===== src/rtl/pic_pc_stack_unit_pkg.sv =====
// Shared definitions for the PC / return-stack unit: command codes,
// default vectors and the strobe priority selector.
package pic_pc_stack_unit_pkg;

  typedef enum logic [2:0] {
    CMD_NONE = 3'd0,
    CMD_INCR = 3'd1,
    CMD_J    = 3'd2,
    CMD_PUSH = 3'd3,
    CMD_POP  = 3'd4,
    CMD_INT  = 3'd5,
    CMD_PCL  = 3'd6
  } cmd_e;

  localparam int DEFAULT_RESET_VECTOR = 0;
  localparam int DEFAULT_INT_VECTOR   = 4;

  // Only the highest-priority strobe acts; the others are ignored this cycle.
  function automatic cmd_e select_cmd(
    input logic int_en,
    input logic pop_en,
    input logic push_en,
    input logic j_en,
    input logic pcl_en,
    input logic incr_en
  );
    if (int_en)       return CMD_INT;
    else if (pop_en)  return CMD_POP;
    else if (push_en) return CMD_PUSH;
    else if (j_en)    return CMD_J;
    else if (pcl_en)  return CMD_PCL;
    else if (incr_en) return CMD_INCR;
    else              return CMD_NONE;
  endfunction

endpackage


===== src/rtl/pic_pc_stack_unit_return_stack.sv =====
// Circular return-address stack. On a full push it either overwrites the
// oldest entry (WRAP=1) or drops the push (WRAP=0); an empty pop either
// walks back onto stale data (WRAP=1) or leaves the pointer alone (WRAP=0).
module return_stack #(
  parameter int WIDTH = 13,
  parameter int DEPTH = 8,
  parameter int WRAP  = 1
) (
  input  logic                       clk,
  input  logic                       rst,
  input  logic                       push,
  input  logic                       pop,
  input  logic [WIDTH-1:0]           data_in,
  output logic [WIDTH-1:0]           data_out,
  output logic [$clog2(DEPTH+1)-1:0] count,
  output logic                       overflow_evt,
  output logic                       underflow_evt
);

  localparam int SP_W  = $clog2(DEPTH);
  localparam int CNT_W = $clog2(DEPTH+1);

  logic [WIDTH-1:0] entries [DEPTH];
  logic [SP_W-1:0]  sp;
  logic [SP_W-1:0]  sp_inc;
  logic [SP_W-1:0]  sp_dec;
  logic             full;
  logic             empty;

  // Pointer arithmetic is modulo DEPTH, which need not be a power of two.
  always_comb begin
    sp_inc        = (sp == SP_W'(DEPTH-1)) ? '0 : sp + SP_W'(1);
    sp_dec        = (sp == '0) ? SP_W'(DEPTH-1) : sp - SP_W'(1);
    full          = (count == CNT_W'(DEPTH));
    empty         = (count == '0);
    data_out      = entries[sp_dec];
    overflow_evt  = push && full;
    underflow_evt = pop && empty;
  end

  // Pointer, occupancy and storage update; the top never pushes and pops together.
  always_ff @(posedge clk or negedge rst) begin
    if (!rst) begin
      sp    <= '0;
      count <= '0;
      for (int i = 0; i < DEPTH; i++) entries[i] <= '0;
    end else if (push) begin
      if (!full || WRAP != 0) begin
        entries[sp] <= data_in;
        sp          <= sp_inc;
      end
      if (!full) count <= count + CNT_W'(1);
    end else if (pop) begin
      if (!empty || WRAP != 0) sp <= sp_dec;
      if (!empty) count <= count - CNT_W'(1);
    end
  end

endmodule


===== src/rtl/pic_pc_stack_unit.sv =====
// Program counter, PCLATH latch, command priority and sticky stack error
// flags around a return_stack instance.
module pic_pc_stack_unit
  import pic_pc_stack_unit_pkg::*;
#(
  parameter int PC_WIDTH     = 13,
  parameter int STACK_DEPTH  = 8,
  parameter int RESET_VECTOR = DEFAULT_RESET_VECTOR,
  parameter int INT_VECTOR   = DEFAULT_INT_VECTOR,
  parameter int STACK_WRAP   = 1
) (
  input  logic                             clk,
  input  logic                             rst,
  input  logic                             pc_incr_en,
  input  logic                             pc_j_en,
  input  logic                             pc_j_and_push_en,
  input  logic                             pc_j_by_pop_en,
  input  logic                             int_entry_en,
  input  logic [10:0]                      pc_j_addr,
  input  logic                             pcl_wr_en,
  input  logic [7:0]                       pcl_in,
  input  logic                             pclath_wr_en,
  input  logic [PC_WIDTH-9:0]              pclath_in,
  input  logic                             stack_err_clr,
  output logic [PC_WIDTH-1:0]              pc_out,
  output logic [7:0]                       pcl_out,
  output logic [PC_WIDTH-9:0]              pclath_out,
  output logic [$clog2(STACK_DEPTH+1)-1:0] stack_count,
  output logic                             stack_overflow,
  output logic                             stack_underflow
);

  cmd_e                cmd;
  logic [PC_WIDTH-1:0] pc_next;
  logic [PC_WIDTH-1:0] jump_addr;
  logic [PC_WIDTH-1:0] stk_top;
  logic                stk_push;
  logic                stk_pop;
  logic                overflow_evt;
  logic                underflow_evt;

  return_stack #(
    .WIDTH (PC_WIDTH),
    .DEPTH (STACK_DEPTH),
    .WRAP  (STACK_WRAP)
  ) u_stack (
    .clk           (clk),
    .rst           (rst),
    .push          (stk_push),
    .pop           (stk_pop),
    .data_in       (pc_out),
    .data_out      (stk_top),
    .count         (stack_count),
    .overflow_evt  (overflow_evt),
    .underflow_evt (underflow_evt)
  );

  assign pcl_out = pc_out[7:0];

  // Pick the winning command and compute the next PC; jumps use the current PCLATH.
  always_comb begin
    cmd       = select_cmd(int_entry_en, pc_j_by_pop_en, pc_j_and_push_en,
                           pc_j_en, pcl_wr_en, pc_incr_en);
    jump_addr = {pclath_out[PC_WIDTH-9:3], pc_j_addr};
    stk_push  = (cmd == CMD_PUSH) || (cmd == CMD_INT);
    stk_pop   = (cmd == CMD_POP);
    pc_next   = pc_out;
    case (cmd)
      CMD_INT:  pc_next = PC_WIDTH'(INT_VECTOR);
      CMD_POP:  pc_next = (underflow_evt && STACK_WRAP == 0) ? PC_WIDTH'(RESET_VECTOR) : stk_top;
      CMD_PUSH: pc_next = jump_addr;
      CMD_J:    pc_next = jump_addr;
      CMD_PCL:  pc_next = {pclath_out, pcl_in};
      CMD_INCR: pc_next = pc_out + PC_WIDTH'(1);
      default:  pc_next = pc_out;
    endcase
  end

  // PC, PCLATH and sticky flags; a new error event beats a same-cycle clear.
  always_ff @(posedge clk or negedge rst) begin
    if (!rst) begin
      pc_out          <= PC_WIDTH'(RESET_VECTOR);
      pclath_out      <= '0;
      stack_overflow  <= 1'b0;
      stack_underflow <= 1'b0;
    end else begin
      pc_out <= pc_next;
      if (pclath_wr_en) pclath_out <= pclath_in;
      if (overflow_evt)       stack_overflow <= 1'b1;
      else if (stack_err_clr) stack_overflow <= 1'b0;
      if (underflow_evt)      stack_underflow <= 1'b1;
      else if (stack_err_clr) stack_underflow <= 1'b0;
    end
  end

endmodule


===== config.mk =====
export PLATFORM = sky130hd
export DESIGN_NAME = pic_pc_stack_unit
export DESIGN_NICKNAME = d
export VERILOG_FILES = /design/src/rtl/pic_pc_stack_unit_pkg.sv /design/src/rtl/pic_pc_stack_unit_return_stack.sv /design/src/rtl/pic_pc_stack_unit.sv
export SDC_FILE = /design/constraint.sdc
export NUM_CORES = 1
export LEC_CHECK = 0
export CAP_MARGIN = 20
export CORE_MARGIN = 3
export CORE_UTILIZATION = 45
export CTS_CLUSTER_DIAMETER = 60
export DETAILED_ROUTE_END_ITERATION = 8
export PLACE_DENSITY = 0.65
export SLEW_MARGIN = 20
export SYNTH_ARGS = -nofsm -noshare
export SYNTH_HDL_FRONTEND = slang
export SYNTH_SLANG_ARGS = --single-unit

===== constraint.sdc =====
create_clock -name clk -period 2.3 [get_ports clk]
set_input_delay 0.575 -clock clk [delete_from_list [all_inputs] [get_ports clk]]
set_output_delay 0.575 -clock clk [all_outputs]
set_load 0.05 [all_outputs]

* After elaboration in Yosys (flattened, before gate mapping)
Index checks and enable logic that the tools add are counted.
** Storage, ports and cells
- Register bits after elaboration :: 131
- Latch bits :: 0
- Memory bits (writable) :: 0
- Bits in read-only memories :: 0
- Output and inout bits :: 32
- Memories :: 0
** Operators by class
- Add/subtract/negate cells :: 5
- $mul :: 0
- Div/mod/pow operators :: 0
- Order comparisons :: 3
- Equality and inequality tests :: 10
- Shift-type cells :: 0
- Multiplexer cells :: 24
- Bitwise operators :: 2
- Reductions and logical operators :: 12
** Operator list (number)
- 104-bit bitwise mux :: 1
- 13-bit one-hot mux with 5 select lines :: 1
- 13-bit binary-select mux with 3-bit select :: 1
- 13-bit demux with 3-bit select :: 1
- 13-bit two-way mux :: 3
- 3-bit two-way mux :: 9
- 4-bit two-way mux :: 4
- 13-bit by 1-bit adder with 13-bit output, second input constant :: 1
- 3-bit equality test, second input constant :: 4
- 4-bit >= comparator, second input constant :: 2
- 3-bit inverter with 4-bit output :: 2
- 3-bit by 2-bit equality test with 1-bit output, second input constant :: 2
- 2-bit nonzero test :: 3
- 5-bit nonzero test :: 1
- 4-bit by 1-bit adder with 4-bit output, second input constant :: 1
- 4-bit equality test, second input constant :: 1
- 4-bit logical NOT :: 1
- 4-bit by 1-bit < comparator with 1-bit output, second input constant :: 1
- 1-bit two-way mux :: 4
- 4-bit by 1-bit subtractor with 4-bit output, second input constant :: 1
- 3-bit by 1-bit adder with 3-bit output, second input constant :: 1
- 3-bit by 1-bit equality test with 1-bit output, second input constant :: 1
- 1-bit logical AND :: 3
- 3-bit logical NOT :: 1
- other kinds (6) :: 6

* Longest topological paths before layout
Gate-level depths: netlist of the first run.
- Word-level depth :: 10
- Depth in mapped cells :: 11

* Hierarchy
Synthesis of the first run repeated with hierarchy kept, for this count alone.
** Second synthesis, totals
- Cell total of the unflattened synthesis :: 459
- Area total of the unflattened synthesis :: 6496.2 µm²
** Modules (own cells, without submodules)
- return_stack :: times used 1, cells an instance 327, area each 5200.0 µm²
- pic_pc_stack_unit :: times used 1, cells an instance 132, area each 1296.2 µm²

* Worst setup path after synthesis of the first run
OpenSTA, ideal clock, no wires.
- Path type :: register to register
- Start point :: register u_stack.sp[0]
- End point :: register pc_out[5]
- Data arrival time :: 2.233 ns
- Data required time :: 2.158 ns
- Path slack :: -0.075 ns
- Cell stages (with the launch flop) :: 10
- Clock period less this slack :: 2.375 ns
- Path through :: dfrtp_1 > buf_6 > buf_2 > inv_1 > ha_1 > ha_1 > clkbuf_1 > buf_1 > mux2i_1 > o221ai_1
** Between the ends
- Longest elaborated chain between the ends :: 7
- Elaborated cells on any way between the ends :: 8
- Classes of those cells :: add/sub (1); mux (5); bitwise (1); reduce/logical (1)
** RTL lines
- from (decl) :: RTL line pic_pc_stack_unit_return_stack.sv:24 : logic [SP_W-1:0] sp;
- from (signal assigned) :: RTL line pic_pc_stack_unit_return_stack.sv:50 : sp <= sp_inc;
- from (signal assigned) :: RTL line pic_pc_stack_unit_return_stack.sv:54 : if (!empty || WRAP != 0) sp <= sp_dec;
- 3-bit by 1-bit subtractor with 3-bit output / 3-bit logical NOT (equally long branches) :: RTL line pic_pc_stack_unit_return_stack.sv:33 : sp_dec = (sp == '0) ? SP_W'(DEPTH-1) : sp - SP_W'(1);
- 3-bit two-way mux (*) :: RTL line pic_pc_stack_unit_return_stack.sv:33
- 3-bit inverter with 4-bit output (not written as such) (*) :: RTL line pic_pc_stack_unit_return_stack.sv:36 : data_out = entries[sp_dec];
- 13-bit binary-select mux with 3-bit select (*) :: RTL line pic_pc_stack_unit_return_stack.sv:36
- 13-bit two-way mux (not written as such) (*) (2 in series) :: RTL line pic_pc_stack_unit_return_stack.sv:36
- 13-bit one-hot mux with 5 select lines (*) :: RTL line pic_pc_stack_unit.sv:68 : case (cmd)
- to (signal assigned) :: RTL line pic_pc_stack_unit.sv:82 : pc_out <= PC_WIDTH'(RESET_VECTOR);
- to (signal assigned) :: RTL line pic_pc_stack_unit.sv:87 : pc_out <= pc_next;
- to (decl) :: RTL line pic_pc_stack_unit.sv:25 : output logic [PC_WIDTH-1:0] pc_out,
Every way passes the cells marked *; elsewhere a longest branch is shown, timed or not. The select of a mux whose other input is x is not followed.
A chain may end at the register's enable or synchronous reset.

* Worst setup path after layout of the first run
- Start point :: register u_stack.count[2]
- End point :: output stack_count[2]
** RTL lines
- from (decl) :: RTL line pic_pc_stack_unit_return_stack.sv:15 : output logic [$clog2(DEPTH+1)-1:0] count,
- from (signal assigned) :: RTL line pic_pc_stack_unit_return_stack.sv:52 : if (!full) count <= count + CNT_W'(1);
- from (signal assigned) :: RTL line pic_pc_stack_unit_return_stack.sv:55 : if (!empty) count <= count - CNT_W'(1);
- to (decl) :: RTL line pic_pc_stack_unit.sv:28 : output logic [$clog2(STACK_DEPTH+1)-1:0] stack_count,
No word-level cell between the ends.

==> results.json, run 1 <==
{
  "fmax_ghz": 0.445,
  "synth_area_per_cell_um2": 14.5,
  "post-route-period-util_pct": 97.6,
  "cts_buffers": 17,
  "netlist_instances": 451,
  "critical-path-max-stage-delay_ns": 0.83,
  "p_per_area_nw_per_um2": 1380,
  "drive_above_1_share_pct": 46.2,
  "grt_pass1_vias": 4400,
  "crit_fanout": 5,
  "netlist_area_um2": 6520,
  "peakVddDrop_mv": 0.757,
  "fin_hold_ws_ns": 0.497,
  "n_fill_cell": 1091,
  "grt_start_max_net_pins": 61,
  "multi_input_area_um2": 2920,
  "synth-seq-cells": 131,
  "worst_pin_slew_ns": 0.828,
  "fin_skew_ns": 0.00660,
  "grt_usage_pct": 20.4,
  "drt_drc_violations_left": 0,
  "post_cts_buffers": 0,
  "clockBufferDepth": 2,
  "cts_root_buf": "clkbuf_16",
  "coreArea_um2": 14000,
  "cp_top_family": "buffers and inverters",
  "post_drt_via_cell_ratio": 5.63,
  "gp_congestion": 0.812,
  "antenna_found_initial": 0,
  "die_area_um2": 16000,
  "grt_first_pass_wirelength_mm": 24.8,
  "yosysSeqAreaShare_pct": 50.3,
  "synthTopCellsByCount": "131 x dfrtp_1, 91 x mux2_2, 26 x mux4_2",
  "vias": 4134,
  "worstPathRequired_ns": 1.73,
  "yosysUniqueCellTypes": 54,
  "drtPass1Iterations": 4,
  "placed_cell_area_um2": 7580,
  "crit_chain": "clkdlybuf4s50_1",
  "place_hpwl_mm": 10.2,
  "max_cap_violations": 0,
  "rows": 43,
  "dp.cells": 701,
  "post_drt_wl_per_cell_um": 21.1,
  "wl_met1_mm": 7.02,
  "setup_violations": 0,
  "yosys.area.top_type": "dfrtp_1",
  "cts_tree": "done",
  "relSlewSlack_pct": 44.5,
  "fin_area_um2": 8190,
  "route.met2.wl_mm": 7.41,
  "clk_pin_slew_ns": 0.06,
  "end_kind": "primary output",
  "synth_most_common_cell": "dfrtp_1",
  "clock-sinks": 131,
  "clk_latency_ns": 0.42,
  "r2r_setup_slack_ns": 0.12,
  "worst-path-buf-inv": 1,
  "synthArstFlopShare_pct": 100,
  "power.switching_uw": 3930,
  "finalHoldViolCount": 0,
  "post-route-util_pct": 58.3,
  "worst_slack_ns": 0.0545,
  "initialDrtViolationCount": 255,
  "status": "finished clean",
  "rsz0062_at_grt": "false",
  "post-place-ws_ns": -0.206,
  "slowest_stage": "clkdlybuf4s50_1",
  "top_layer_used": "met4",
  "ys_warn_count": 0,
  "ioPinCount": 66,
  "fin_crit_ns": 2.25,
  "finalNonFillerCells": 734,
  "met3_length_um": 754,
  "synth_top_area_share_pct": 50.3,
  "critical_path_class": "reg2out",
  "diodes": 0,
  "drv_slew": 0,
  "synth_edf_count": 0,
  "power_leakage_uw": 0.00380,
  "area_growth_pct": 25.6,
  "p_clk_share_pct": 24.2,
  "synth_ff_type": "dfrtp_1",
  "critPathLaunchType": "register",
  "port_buffers": 65,
  "die_x_um": 126,
  "synth_nets": 493,
  "synthTopCellsByArea": "dfrtp_1 50%, mux2_2 16%, mux4_2 9.0%, mux2_4 4.6%, mux2i_1 1.5%",
  "internal_power_uw": 7360,
  "hp-class": "reg2reg",
  "routed_wl_mm": 15.5,
  "regArea_um2": 3280,
  "die_h_um": 126,
  "initial_core_util_pct": 46.4,
  "netSwitchingFraction_pct": 34.8,
  "seqPwrFrac_pct": 32.5,
  "gr-total-overflow": 0,
  "ant_nets": 0,
  "power_frac_comb_pct": 43.3,
  "htreeDepth": 4,
  "final_nets": 583,
  "arrival_ns": 1.67
}
[registers in the layout (all words and copies together), names as in the netlist]
register,cells
pclath_out,5
pc_out,13
stack_underflow,1
u_stack.count,4
u_stack.sp,3
stack_overflow,1
u_stack.entries,104
[layout by cell type (no fill, tap or decap), types with 3 or more instances in the layout]
cell | Yosys | routed
a21oi_1 | 6 | 6
mux2i_1 | 10 | 10
o211ai_1 | 3 | 3
clkinv_2 | 0 | 4
xnor2_1 | 6 | 6
nand4_1 | 7 | 7
inv_1 | 5 | 5
nand3_1 | 7 | 7
a22oi_1 | 4 | 4
bufinv_16 | 0 | 3
mux4_2 | 26 | 26
nor2_1 | 10 | 10
buf_12 | 0 | 11
mux2_4 | 20 | 20
dfrtp_1 | 131 | 130
buf_4 | 9 | 61
ha_1 | 7 | 7
mux2_2 | 91 | 91
xor2_1 | 10 | 10
o21ai_0 | 8 | 8
nor3_1 | 3 | 3
clkdlybuf4s50_1 | 0 | 42
nand2_1 | 5 | 5
clkbuf_16 | 0 | 17
a222oi_1 | 7 | 7
clkinvlp_4 | 0 | 4
and3_1 | 3 | 3
[worst paths after layout]
path | from | endpoint | cells after the start
max | u_stack.count[2] | stack_count[2] | 1
min | u_stack.entries[93] | u_stack.entries[93] | 1
max reg2reg | u_stack.sp[0] | pc_out[9] | 6
min reg2reg | u_stack.entries[93] | u_stack.entries[93] | 1
max in group asynchronous | rst | u_stack.entries[47] | 3
min in group asynchronous | rst | u_stack.count[1] | 2
[per-layer routing]
metal  GRT usage, %  vias up
met4           7.13        0
met1           27.8     2134
met2           32.2      119
li1               -     1860
met5              0        -
met3           4.67       21
[cell families (layout without fill, tap and decap cells)]
logic type | after synthesis | count (layout) | share of synthesized area (%)
mux | 147 | 147 | 30.8
flops | 131 | 131 | 50.3
buf+inv | 54 | 157 | 4.99
simple gates | 49 | 49 | 4.97
compound gates | 46 | 46 | 5.14
xor+xnor | 16 | 16 | 2.15
fa+ha+maj | 8 | 8 | 1.65
[power groups by stage]
stage	combinational (uW)	clock, uW	sequential, uW
2_1_floorplan	3160	0	3930
3_3_place_gp	4860	0	3640
3_5_place_dp	4920	0	3700
4_1_cts	4940	2790	3660
5_1_grt	5210	2890	3770
6_report	4880	2740	3670
[what timing repair did]
action / in CTS / in global routing
resized for setup: 1 / 1
endpoints found under the hold margin: 7 / 0
pin swaps: 0 / 0
hold buffers: 1 / 0
endpoints found under the setup margin: 1 / 1
[stage by stage]
step	TNS, ns	power (uW)
2_1_floorplan	0	7100
5_1_grt	0	11900
4_1_cts	0	11400
6_report	0	11300
3_3_place_gp	-3.34	8500
3_5_place_dp	-3.93	8620
[area by class of cell]
cell class,count,share of cell area (%)
tap,180,2.75
sequential,131,40.0
clock buffer,19,5.41
multi-input combinational,266,35.7
clock inverter,13,1.92
timing repair buffer,117,13.8
inverter,8,0.397
Note: power is estimated with default switching activity, not from simulation.
==> run 2: changes to the inputs <==
Settings changed: CORE_UTILIZATION 45 to 25, PLACE_DENSITY 0.65 to 0.4, SKIP_LAST_GASP set to 1.
==> results.json, run 2 (synthesized netlist as in run 1, its figures left out) <==
{
  "status": "finished clean",
  "largest_reg_flops": 104,
  "power.total_uw": 11700,
  "initialDrtViolationCount": 204,
  "die_x_um": 168,
  "post-route-period-util_pct": 96.9,
  "initial_core_util_pct": 25.7,
  "cts_tree": "done",
  "power.switching_uw": 4140,
  "largest-register": "u_stack.entries",
  "worst_pin_slew_ns": 0.883,
  "final_nets": 591,
  "cts_buffers": 17,
  "grt_first_pass_wirelength_mm": 28.9,
  "setup_violations": 0,
  "end_kind": "primary output",
  "slowest_stage": "clkdlybuf4s50_1",
  "p_clk_share_pct": 25.4,
  "grt_start_max_net_pins": 44,
  "fin_hold_ws_ns": 0.188,
  "power_frac_comb_pct": 43.1,
  "critical-path-max-stage-delay_ns": 0.83,
  "clk_latency_ns": 0.42,
  "post_drt_via_cell_ratio": 4.69,
  "crit_fanout": 3,
  "rows": 58,
  "cts_hold_buffers": 0,
  "grt_usage_pct": 13.7,
  "max_cap_violations": 0,
  "die_h_um": 168,
  "area_growth_pct": 30.1,
  "antenna_found_initial": 0,
  "top_regs": "u_stack.entries: 104 flops, pc_out: 13 flops, pclath_out: 5 flops",
  "rsz0062_at_grt": "false",
  "fin_skew_ns": 0.00783,
  "vias": 4183,
  "gp_congestion": 0.773,
  "cp_top_family": "buffers and inverters",
  "htreeDepth": 4,
  "finalHoldViolCount": 0,
  "drv_slew": 0,
  "drive_above_1_share_pct": 47.5,
  "peakVddDrop_mv": 0.722,
  "ioPinCount": 66,
  "clockBufferDepth": 2,
  "gr-total-overflow": 0,
  "worstPathRequired_ns": 1.73,
  "netSwitchingFraction_pct": 35.5,
  "port_buffers": 65,
  "cts_root_buf": "clkbuf_16",
  "p_per_area_nw_per_um2": 1370,
  "worst-path-buf-inv": 1,
  "power_leakage_uw": 0.00388,
  "drt_drc_violations_left": 0,
  "final_cell_mix": "130 x dfrtp_1, 91 x mux2_2, 70 x buf_4, 40 x clkdlybuf4s50_1, 26 x mux4_2",
  "die_area_um2": 28100,
  "fmax_ghz": 0.449,
  "ant_nets": 0,
  "routed_wl_mm": 18.5,
  "diodes": 0,
  "place_hpwl_mm": 12.7,
  "internal_power_uw": 7520,
  "clock-sinks": 131,
  "multi_input_area_um2": 2920,
  "seqPwrFrac_pct": 31.5,
  "critPathLaunchType": "register",
  "fin_crit_ns": 2.23,
  "regArea_um2": 3280,
  "clk_pin_slew_ns": 0.06,
  "drtPass1Iterations": 5,
  "arrival_ns": 1.65,
  "coreArea_um2": 25400,
  "final_common_cell": "dfrtp_1",
  "crit_chain": "clkdlybuf4s50_1",
  "critical_path_class": "reg2out",
  "grt_pass1_vias": 4490,
  "hp-class": "in2async",
  "relSlewSlack_pct": 40.8,
  "n_fill_cell": 2474,
  "post_drt_wl_per_cell_um": 20.7
}
-- run 2: cell count changes in the layout (fill, tap and decap cells not counted), sizes merged, moves of 2 or more --
cell / before / now
dlymetal6s2s: 1 / 3
inv: 9 / 13
clkinv: 5 / 2
buf: 72 / 82
clkdlybuf4s50: 42 / 40
-- run 2: final cells by class --
type,instances,area share [%]
flip-flops and latches,131,38.6
multi-input cells,266,34.4
repair buffers,125,14.2
clock buffers,18,5.17
well taps,330,4.87
clock inverters,14,2.31
inverters,8,0.383
-- run 2: final timing paths --
kind	endpoint	slack, ns	cells after the start	from
worst min-delay path	u_stack.entries[48]	0.19	1	rst
min in group clk	u_stack.entries[40]	0.50	1	u_stack.entries[40]
worst max register to register	pc_out[12]	0.27	7	u_stack.sp[1]
max in group asynchronous	pc_out[6]	1.47	2	rst
worst max-delay path	pclath_out[1]	0.07	1	pclath_out[1]
worst min register to register	u_stack.entries[40]	0.50	1	u_stack.entries[40]
-- run 2: through the flow --
stage / instance area, um2 / instances / util [%] / worst slack, ns / TNS, ns
finish: 8490 / 892 / 33.4 / 0.0707 / 0
global route: 8490 / 892 / 33.4 / 0.0176 / 0
CTS: 8480 / 892 / 33.4 / 0.000343 / 0
detailed placement: 7840 / 860 / 30.9 / -0.147 / -4.31
global placement: 7840 / 860 / 30.9 / -0.148 / -5.53
floorplan: 6520 / 451 / - / 0.00604 / 0
-- run 2: power groups by stage --
stage	registers, uW	clock network, uW	logic [uW]
3_5_place_dp	3720	0	5120
4_1_cts	3680	3030	5130
6_report	3680	2960	5020
3_3_place_gp	3690	0	5070
5_1_grt	3810	3140	5380
2_1_floorplan	3930	0	3160
-- run 2: per-layer routing --
metal	part of all wire (%)	track usage, %	up-vias
met2	46	21.1	117
met1	47	19.4	2166
met3	4.6	2.74	19
met4	1.5	4.62	0
met5	0	0	-
li1	-	-	1881
-- run 2: what timing repair did --
action,CTS,global route
gates resized for setup,0,3
endpoints found under the setup margin,0,3
buffers inserted,0,0
endpoints found under the hold margin,0,0
==> variant 1, RTL diff (config.mk and constraints of run 2) <==
Put a register stage on the output `stack_count`. The value now appears one clock later. The other outputs are not delayed to match.
--- a/src/rtl/pic_pc_stack_unit.sv
+++ b/src/rtl/pic_pc_stack_unit.sv
@@ -32,2 +32,4 @@
 
+  logic [$clog2(STACK_DEPTH+1)-1:0] stack_count_d;
+
   cmd_e                cmd;
@@ -52,3 +54,3 @@
     .data_out      (stk_top),
-    .count         (stack_count),
+    .count         (stack_count_d),
     .overflow_evt  (overflow_evt),
@@ -95,2 +97,6 @@
 
+  always_ff @(posedge clk) begin
+    stack_count <= stack_count_d;
+  end
+
 endmodule
Formal check against the unedited RTL: not equivalent (Yosys sat finds a counterexample within 4 cycles, from zero or initial values and one cycle with rst low).
==> variant 1 against run 2 <==
- sequential cell count is 4 higher
- total power is 1.9% lower
- setup slack better by 0.035 ns
- final area hardly changed
- wire length is 0.11% higher
- sequential share of layout area is 0.92 points higher
- fmax is 1.6% higher
- synthesized area hardly changed
==> variant 1: results (changes against run 2) <==
outcome: complete, no violations
Synth area leaders: dfrtp_1, mux2_2, mux4_2
clk_skew: 0.0144 ns (+0.00660 ns)
Commonest cells post-synth: dfrtp_1, mux2_2, mux4_2, nand2_1, o21ai_0
P_sw: 4020 uW (-2.9%)
post-placement setup slack: -0.252 ns (-0.105 ns)
crit path DAT: 1.62 ns (-0.03 ns)
LEAKAGE: 0.00384 uW (-1.1%)
final non-filler cell total: 909 (+1.9%)
sequential area share after synthesis: 51.5% (+1.2 points)
Nets: 608 (+2.9%)
Routed met2 length: 8.92 mm (+4.0%)
top routing layer in use: met4
crit-path max cell delay: 0.82 ns
largest net degree at the start of global routing: 60 (+36%)
r2r worst-path depth: 8 (+1)
layout cell share with drive strength beyond 1: 43.0% (-4.5 points)
metal3 WL: 761 um (-9.5%)
met3 usage: 2.76% (+0.024 points)
post-synth cell types: 53 (-1.9%)
RePlAce Congestion: 0.740 (-4.3%)
Detailed Place HPWL: 12.9 mm (+1.7%)
Mapped Nets: 511 (+3.7%)
worst vdd ir: 458 uV (-37%)
HP Class: in2async
placed instance area: 0.00789 mm2 (+0.57%)
cell total after placement: 877 (+2.0%)
Global Route met1 Usage: 18.6% (-0.79 points)
Routed Wire Length: 18.5 mm (+0.11%)
slew of the pin with the lowest slew margin: 0.619 ns (-0.263 ns)
largest fanout on the critical path: 3 (unchanged)
GR Util met2: 21.8% (+0.67 points)
port bufs: 65 (unchanged)
Mapped Cells: 469 (+4.0%)
DRT iter0 DRCs: 280 (+37%)
first-pass iteration count of the detailed router: 7 (+2)
GRT Resource Usage Total: 13.5% (-0.18 points)
first-pass GRT wire length: 28.6 mm (-1.0%)
vias in the first global route: 4468 (-0.49%)
M1 WL: 8.61 mm (-1.8%)
async set or reset register ratio after synthesis: 97.0% (-3.0 points)
Via density: 4.65 (-0.88%)
-- variant 1: cell types whose count changed in the layout (fill, tap and decap cells not counted), sizes merged, moves of 6 or more --
cell / delta
o21ai: +9
mux2: -9
xnor2: +6
xor2: -6
nand2: +17
-- variant 1: layout make-up --
| cell class | count | area [um2] |
|---|---|---|
| fill | 2495 | 16900 |
| sequential | 135 | 3360 |
| multi-input combinational | 278 | 2850 |
| timing repair buffer | 122 | 1220 |
| clock buffer | 22 | 484 |
| tap | 330 | 413 |
| clock inverter | 10 | 116 |
| inverter | 12 | 47.5 |
-- variant 1: timing repair --
action,in CTS,in global routing
resized for setup,0,1
hold endpoints to repair,0,0
endpoints found under the setup margin,0,1
-- variant 1: final timing paths --
check / startpoint / end / slack (ns)
max: pclath_out[0] / pclath_out[0] / 0.11
max in group asynchronous: rst / u_stack.entries[8] / 1.53
min: rst / u_stack.count[1] / 0.08
min in group clk: u_stack.count[3] / stack_count[3] / 0.44
max reg2reg: u_stack.sp[0] / pc_out[2] / 0.21
min reg2reg: u_stack.count[3] / stack_count[3] / 0.44
-- variant 1: power groups by stage --
stage | Clock, uW | Sequential, uW | Combinational, uW
6_report | 2780 | 3790 | 4870
5_1_grt | 2960 | 3900 | 5260
4_1_cts | 2860 | 3790 | 4990
3_5_place_dp | 0 | 3830 | 4980
3_3_place_gp | 0 | 3780 | 4930
2_1_floorplan | 0 | 4010 | 3110
-- variant 1: kinds of logic (layout without fill, tap and decap cells) --
group                    after synthesis  in the layout  synth area share, %
buffers and inverters                 56            166                 4.91
XOR/XNOR                              16             16                 2.15
AND/OR/NAND/NOR                       64             64                 6.10
AO/OA/AOI/OAI                         56             56                 5.98
multiplexers                         134            134                 27.7
flip-flops                           135            135                 51.5
adder cells (fa/ha/maj)                8              8                 1.65
==> variant 2, RTL diff (settings of run 2) <==
Made on the original files. Set the parameter `STACK_WRAP` to 0 (it was 1).
--- a/src/rtl/pic_pc_stack_unit.sv
+++ b/src/rtl/pic_pc_stack_unit.sv
@@ -9,3 +9,3 @@
   parameter int INT_VECTOR   = DEFAULT_INT_VECTOR,
-  parameter int STACK_WRAP   = 1
+  parameter int STACK_WRAP   = 0
 ) (
Behaviour: no difference found for any inputs over 4 cycles, from zero or initial values and one cycle with rst low; that may be too few to reach the edited logic, so the function may still have changed.
==> variant 2 against run 2 <==
- setup slack better by 0.0071 ns
- synthesized area increased by 5.8%
- sequential power up 2%
- clock power decreased by 9.5%
- sequential share of layout area decreased by 1.6 points
- wire length increased by 4.9%
- first-iteration DRC count shrank 1.5%
- final area rose by 4.5%
- core utilization decreased by 0.61 points
- sequential cell count unchanged
- total power grew 1.5%
==> variant 2: results (changes against run 2) <==
outcome: complete, no violations
clk_skew: 0.0173 ns (+0.00949 ns)
wire per inst: 20.7 um (about the same)
first-pass iteration count of the detailed router: 4 (-1)
Mapped Nets: 526 (+6.7%)
post-placement setup slack: -0.275 ns (-0.129 ns)
Synth area leaders: dfrtp_1, mux2_4, mux4_2
final non-filler cell total: 936 (+4.9%)
total CTS buffers: 17 (unchanged)
LEAKAGE: 0.00405 uW (+4.3%)
largest net degree at the start of global routing: 42 (-4.5%)
RePlAce Congestion: 0.742 (-4.0%)
internal power: 7530 uW (+0.11%)
DRT iter0 DRCs: 201 (-1.5%)
Commonest cells post-synth: dfrtp_1, mux2_4, mux2_2
GRT Resource Usage Total: 13.6% (-0.14 points)
vias in the first global route: 4609 (+2.7%)
Mapped Cells: 484 (+7.3%)
Filler Cell Count: 2653 (+7.2%)
Via Count: 4280 (+2.3%)
cell total after placement: 905 (+5.2%)
first-pass GRT wire length: 29.7 mm (+2.6%)
Detailed Place HPWL: 13.5 mm (+6.2%)
sequential area share after synthesis: 47.5% (-2.7 points)
layout cell share with drive strength beyond 1: 42.2% (-5.3 points)
largest fanout on the critical path: 4 (+1)
worst vdd ir: 487 uV (-33%)
[variant 2: changes by cell type in the layout (fill, tap and decap cells not counted), sizes merged, moves of 7 or more]
cell / before / now
nand2: 6 / 19
xor2: 10 / 3
a222oi: 7 / 0
a21oi: 6 / 19
xnor2: 6 / 13
[variant 2: final timing paths]
path	from	to	slack [ns]	cells after the start
setup / recovery	u_stack.count[3]	stack_count[3]	0.08	1
hold / removal	rst	u_stack.count[0]	0.17	1
setup reg to reg	u_stack.sp[0]	pc_out[12]	0.22	6
hold reg to reg	u_stack.entries[83]	u_stack.entries[83]	0.49	1
max in group asynchronous	rst	u_stack.entries[2]	1.39	2
min in group clk	u_stack.entries[83]	u_stack.entries[83]	0.49	1
[variant 2: logic make-up after synthesis]
logic type / Yosys count / share of synthesized area, %
multiplexers: 149 / 31.6
flip-flops: 131 / 47.5
adder cells (fa/ha/maj): 8 / 1.56
AND/OR/NAND/NOR: 73 / 7.42
buffers and inverters: 55 / 5.04
AO/OA/AOI/OAI: 52 / 4.81
XOR/XNOR: 16 / 2.03
[variant 2: power by group through the flow]
stage / Sequential (uW) / Combinational, uW / Clock (uW)
after floorplan: 3980 / 3500 / 0
after global placement: 3730 / 5480 / 0
after detailed placement: 3770 / 5500 / 0
after CTS: 3740 / 5520 / 2750
after global routing: 3850 / 5790 / 2860
final: 3740 / 5400 / 2680
[variant 2: what timing repair did]
item	CTS	global route
endpoints found under the setup margin	1	2
resized for setup	1	2
gates cloned	0	0
hold endpoints to repair	0	0
setup buffers	0	0
[variant 2: metal layers]
layer | vias up | global-route usage (%) | part of all wire [%]
li1 | 1965 | - | -
met1 | 2227 | 17.9 | 46
met2 | 73 | 23.1 | 50
met3 | 15 | 2.67 | 3.1
met4 | 0 | 3.30 | 0.97
met5 | - | 0 | 0
[variant 2: metrics by stage]
| step | TNS (ns) | util, % | power [uW] | area (um2) |
|---|---|---|---|---|
| detailed placement | -9.86 | 30.7 | 9280 | 8290 |
| floorplan | 0 | - | 7480 | 6910 |
| CTS | 0 | 32.8 | 12000 | 8860 |
| finish | 0 | 32.8 | 11800 | 8860 |
| global route | 0 | 32.8 | 12500 | 8860 |
| global placement | -6.22 | 30.7 | 9210 | 8290 |
[variant 2: cell type report]
| type | count | area (um2) | share of cell area, % |
|---|---|---|---|
| tap | 341 | 427 | 4.81 |
| timing repair buffer | 125 | 1270 | 14.4 |
| multi-input combinational | 298 | 3270 | 36.9 |
| sequential | 131 | 3280 | 37.0 |
| clock buffer | 19 | 443 | 5.00 |
| inverter | 10 | 37.5 | 0.423 |
| clock inverter | 12 | 133 | 1.50 |
